`src/rtl/genie_merge.sv`:
```
// genie_merge: packet-aware N-to-1 valid/ready merge.
//
// Round-robin arbitration among N input streams. The grant is held on one
// input from its first beat until that packet's end-of-packet beat transfers.
// Winning beats pass through a single registered output stage. Each beat is
// tagged with the index of the input that supplied it.
//
// Parameters:
//   N         number of inputs (>= 1)
//   WIDTH     data width per stream
//   SRC_WIDTH width of the source-index tag
// Ports:
//   clk      rising-edge clock
//   reset_n  asynchronous active-low reset
//   i_data   input i data at [i*WIDTH +: WIDTH]
//   i_eop    per-input end-of-packet, qualified by i_valid
//   i_valid  per-input valid
//   o_ready  per-input ready (one-hot or zero)
//   o_data   registered output data
//   o_eop    registered output end-of-packet
//   o_src    index of the input that supplied the current output beat
//   o_valid  registered output valid
//   i_ready  downstream ready
module genie_merge #(
   parameter int N         = 2,
   parameter int WIDTH     = 1,
   parameter int SRC_WIDTH = (N > 1) ? $clog2(N) : 1
) (
   input  logic                 clk,
   input  logic                 reset_n,
   input  logic [N*WIDTH-1:0]   i_data,
   input  logic [N-1:0]         i_eop,
   input  logic [N-1:0]         i_valid,
   output logic [N-1:0]         o_ready,
   output logic [WIDTH-1:0]     o_data,
   output logic                 o_eop,
   output logic [SRC_WIDTH-1:0] o_src,
   output logic                 o_valid,
   input  logic                 i_ready
);

   // The pointer starts at the highest index so input 0 has first priority.
   localparam logic [SRC_WIDTH-1:0] LAST_RST = SRC_WIDTH'(N - 1);

   logic                 o_valid_q, o_valid_d;
   logic [WIDTH-1:0]     o_data_q,  o_data_d;
   logic                 o_eop_q,   o_eop_d;
   logic [SRC_WIDTH-1:0] o_src_q,   o_src_d;
   logic                 lock_q,    lock_d;
   logic [SRC_WIDTH-1:0] lk_q,      lk_d;
   logic [SRC_WIDTH-1:0] last_q,    last_d;

   logic                 can_load;
   logic [SRC_WIDTH-1:0] gnt;
   logic                 gnt_vld;
   logic [N-1:0]         gnt_oh;
   logic                 xfer;
   logic [WIDTH-1:0]     sel_data;
   logic                 sel_eop;

   // Gating with reset_n keeps every o_ready low while reset is held, so
   // nothing upstream sees a handshake the register cannot capture.
   assign can_load = reset_n && (!o_valid_q || i_ready);

   // Grant selection. Unlocked, the scan order is last+1, last+2, ... mod N.
   // Two descending passes express that without modulo arithmetic: the first
   // picks the lowest valid index <= last, the second overrides it with the
   // lowest valid index > last when one exists.
   // NOTE: every signal written in always_comb gets a default first, so no
   // path leaves it unassigned and no latch is inferred.
   always_comb begin
      gnt     = lk_q;
      gnt_vld = 1'b0;
      if (lock_q) begin
         gnt     = lk_q;
         gnt_vld = 1'b1;
      end else begin
         for (int i = N - 1; i >= 0; i--) begin
            if (i_valid[i] && (i <= int'(last_q))) begin
               gnt     = SRC_WIDTH'(i);
               gnt_vld = 1'b1;
            end
         end
         for (int i = N - 1; i >= 0; i--) begin
            if (i_valid[i] && (i > int'(last_q))) begin
               gnt     = SRC_WIDTH'(i);
               gnt_vld = 1'b1;
            end
         end
      end
   end

   assign gnt_oh  = gnt_vld ? (N'(1) << gnt) : '0;
   assign o_ready = can_load ? gnt_oh : '0;
   // A locked grant may point at an idle input; only a real valid transfers.
   assign xfer    = |(i_valid & o_ready);

   // Select the granted input's beat with an AND-OR mux.
   always_comb begin
      sel_data = '0;
      for (int i = 0; i < N; i++) begin
         sel_data = sel_data | (i_data[i*WIDTH +: WIDTH] & {WIDTH{gnt_oh[i]}});
      end
   end
   assign sel_eop = |(i_eop & gnt_oh);

   always_comb begin
      o_valid_d = o_valid_q;
      o_data_d  = o_data_q;
      o_eop_d   = o_eop_q;
      o_src_d   = o_src_q;
      lock_d    = lock_q;
      lk_d      = lk_q;
      last_d    = last_q;
      if (xfer) begin
         o_valid_d = 1'b1;
         o_data_d  = sel_data;
         o_eop_d   = sel_eop;
         o_src_d   = gnt;
         if (sel_eop) begin
            // Packet complete: release and advance the round-robin pointer.
            lock_d = 1'b0;
            last_d = gnt;
         end else begin
            lock_d = 1'b1;
            lk_d   = gnt;
         end
      end else if (can_load) begin
         // Register was empty or drained this cycle and nothing refills it.
         o_valid_d = 1'b0;
      end
   end

   // NOTE: sequential state uses non-blocking assignments so every register
   // samples its next value from the same pre-edge snapshot.
   always_ff @(posedge clk or negedge reset_n) begin
      if (!reset_n) begin
         o_valid_q <= 1'b0;
         o_data_q  <= '0;
         o_eop_q   <= 1'b0;
         o_src_q   <= '0;
         lock_q    <= 1'b0;
         lk_q      <= '0;
         last_q    <= LAST_RST;
      end else begin
         o_valid_q <= o_valid_d;
         o_data_q  <= o_data_d;
         o_eop_q   <= o_eop_d;
         o_src_q   <= o_src_d;
         lock_q    <= lock_d;
         lk_q      <= lk_d;
         last_q    <= last_d;
      end
   end

   assign o_valid = o_valid_q;
   assign o_data  = o_data_q;
   assign o_eop   = o_eop_q;
   assign o_src   = o_src_q;

endmodule

```
`config.mk`:
```
export PLATFORM = sky130hd
export DESIGN_NAME = genie_merge
export DESIGN_NICKNAME = d
export VERILOG_FILES = /design/src/rtl/genie_merge.sv
export SDC_FILE = /design/constraint.sdc
export NUM_CORES = 1
export LEC_CHECK = 0
export BUFFER_PORTS_ARGS = -buffer_cell sky130_fd_sc_hd__buf_2
export CORE_MARGIN = 3
export CORE_UTILIZATION = 32
export CTS_CLUSTER_SIZE = 8
export DETAILED_ROUTE_END_ITERATION = 6
export GPL_TIMING_DRIVEN = 0
export SYNTH_ARGS = -nofsm -noshare
export SYNTH_HDL_FRONTEND = slang
export SYNTH_SLANG_ARGS = --single-unit
```
`constraint.sdc`:
```
create_clock -name clk -period 4.6 [get_ports clk]
set_clock_uncertainty 0.1 [all_clocks]
set_input_delay 0.46 -clock clk [delete_from_list [all_inputs] [get_ports clk]]
set_output_delay 0.46 -clock clk [all_outputs]
set_load 0.01 [all_outputs]
```
==> out/summary.txt <==
library cell contributing the largest single delay on the critical path: sky130_fd_sc_hd__dlygate4sd3_1
Area Growth Syn to Fin: 29.4%
minimum clock period: 2.38 ns
number of CTS-inserted buffers: 3
number of vias after detailed routing: 379
number of global-route vias before repair: 368
number of register bits inferred by synthesis: 7
antenna diode instance count: 0
Cells after Synth: 40
detailed-route wire length per cell: 13.1 µm
clk sinks: 7
post-CTS setup buffers: 0
complex-gate fraction of the synthesized area: 0.291
number of buffers added to fix hold violations after cts: 1
maximum clock insertion buffer count: 2
proportion of netlist area held by the largest area contributor: 0.356
Max rail drop VDD: 0.237 mV
violation count after the first detailed-route iteration: 4
category of the most critical setup path: in2out
overall routed net length: 959 µm
Arrival @ worst endpoint: 1.82 ns
core area: 1170 µm²
post-route non-filler standard cell count: 73
die area: 1790 µm²
number of antenna violations at the first check in global routing: 0
Initial DRT Pass Iterations: 4
maximum number of pins on one net before global-route repair: 10
wire length of the first global-routing pass: 1570 µm
dominant cell type by count on the critical path: sky130_fd_sc_hd__buf_2
Worst EP required: 4.04 ns
Fin Setup TNS: 0 ns
cell type with the highest aggregate area in the netlist: sky130_fd_sc_hd__dfrtp_1
classification of the worst-slack hold path: in2reg
actual slew at the worst max-slew pin: 0.483 ns
leakage: 0.249 nW
top cells by area, synth: sky130_fd_sc_hd__dfrtp_1, sky130_fd_sc_hd__a32oi_4, sky130_fd_sc_hd__dfstp_2
total standard cell area after synthesis: 422 µm²
Simple-Gate Fraction of Synth Area: 0.172
Resized Gates After CTS: 0
distinct cell type count after synthesis: 23
Post-Synth Adder-Cell Area: 0
remaining global-route overflow: 0
# rows: 12
sequential element share of the synthesized area: 0.418
number of nets produced by synthesis: 49
horizontal die dimension: 42.3 µm
critical hold path startpoint: i_eop[0]
count of max-cap constraint violations: 0
area share of xor/xnor cells in the synthesized design: 0
combinational family with the most area after synthesis: compound AO/OA/AOI/OAI gates
most instantiated flip-flop cell in the synthesis netlist: sky130_fd_sc_hd__dfrtp_1
vias per cell: 5.19
synthesized area divided by synthesized cell count: 10.5 µm²
placed wire-length estimate after detailed placement: 733 µm
Synth top cells by count: sky130_fd_sc_hd__dfrtp_1, sky130_fd_sc_hd__inv_1, sky130_fd_sc_hd__nand2b_1
Clock Pin Slew Worst Setup and Hold Paths: 0.05 ns
num ports: 15
startpoint of the worst register-to-register path: last_q
Placer Congestion: 0.770
setup violation total in the final timing report: 0
kind of end point of the critical path: primary output
worst-skew pair later-pin latency: 0.25 ns
family with the most delay on the worst path: buffers and inverters
setup repair after global routing missed its margin: false
die height: 42.3 µm
most frequently used cell type in the post-synthesis netlist: sky130_fd_sc_hd__dfrtp_1
tightest slew margin relative to the limit: 0.674
f_max: 421 MHz
Yosys warning total: 0
layout cell share with drive strength beyond 1: 0.356
worst setup path startpoint: reset_n
Final Hold Violating Endpoints: 0
clk root buf: sky130_fd_sc_hd__clkbuf_4
effective utilization at floorplan: 0.360
share of synthesized flip-flops with an asynchronous set or reset: 1.00
DRC Markers: 0
crit path cell chain: dlygate4sd3_1, buf_2, o21ai_0, nor3b_1, buf_2
total global-route track usage: 0.123
Power per Cell Area: 589 nW/µm²
EDFF count, synth: 0
status: complete, no violations
total number of H-tree levels: 1
Max FO, Critical Path: 9
startpoint type of the worst setup path: input port
TritonCTS clock tree: built
final worst-path cycle share: 0.517
number of nets in the final layout: 69
number of nets with antenna violations after detailed routing: 0
number of input and output port buffers inserted: 14
Worst Path Buf+Inv: 3
number of placed cells counting well taps: 68
Slowest Stage Delay on Critical Path: 0.52 ns
Slew Viols, Final: 0
multiplexer share of the synthesized area: 0.0742
area by class of cell:
cell class              count  area [µm²]
inverters                   5        18.8
well taps                  14        17.5
multi-input cells          28         226
clock buffers               4        26.3
flip-flops and latches      7         176
repair buffers             15        80.1
fillers                   117         626
cells by family (layout without fill, tap and decap cells):
group / count (synthesis) / after routing
buf+inv: 5 / 24
simple gates: 12 / 12
mux: 3 / 3
flops: 7 / 7
compound gates: 13 / 13
cell usage in the layout, fill, tap and decap left out, types with 2 or more instances in the layout:
master                     instances
sky130_fd_sc_hd__dfrtp_1           6
sky130_fd_sc_hd__o21ai_0           2
sky130_fd_sc_hd__inv_1             4
sky130_fd_sc_hd__buf_2            14
sky130_fd_sc_hd__nand2b_1          4
sky130_fd_sc_hd__clkbuf_4          3
sky130_fd_sc_hd__o21a_1            2
sky130_fd_sc_hd__nor3_1            3
sky130_fd_sc_hd__mux2i_1           2
sky130_fd_sc_hd__a41oi_1           2
routing by layer:
| metal | track usage | share of wire | up-vias |
|---|---|---|---|
| li1 | - | - | 190 |
| met1 | 0.154 | 0.47 | 176 |
| met2 | 0.161 | 0.46 | 11 |
| met3 | 0.0429 | 0.064 | 2 |
| met4 | 0.112 | 0.013 | 0 |
| met5 | 0 | 0 | - |
power by group:
part	total (mW)	leakage, nW	switching, mW	internal (mW)
clock network	0.0558	0.0150	0.0227	0.0331
registers	0.119	0.0794	0.0237	0.0952
logic	0.146	0.154	0.0778	0.0687
total	0.321	0.249	0.124	0.197
flip-flops by register name, indices dropped and copies added (netlist names):
register	cells
last_q	1
lk_q	1
lock_q	1
o_data	1
o_eop	1
o_src	1
o_valid	1
worst paths after layout:
kind / end / slack (ns) / depth (start not counted)
min in group asynchronous: o_data / 0.49 / 2
setup reg to reg: lock_q / 3.02 / 4
setup / recovery: o_ready[0] / 2.22 / 5
max in group asynchronous: last_q / 3.67 / 2
hold / removal: last_q / 0.34 / 2
hold reg to reg: o_src / 0.39 / 1
stage by stage:
step | hold slack [ns] | utilization | worst slack [ns] | power (mW) | instance area, µm²
after floorplan | 0.0644 | - | 2.80 | 0.220 | 422
after global placement | 0.210 | 0.435 | 2.62 | 0.266 | 509
after detailed placement | 0.213 | 0.435 | 2.59 | 0.268 | 509
after CTS | 0.324 | 0.466 | 2.20 | 0.328 | 546
after global routing | 0.334 | 0.466 | 2.14 | 0.347 | 546
final | 0.341 | 0.466 | 2.22 | 0.321 | 546
(Power assumes the default switching activity.)
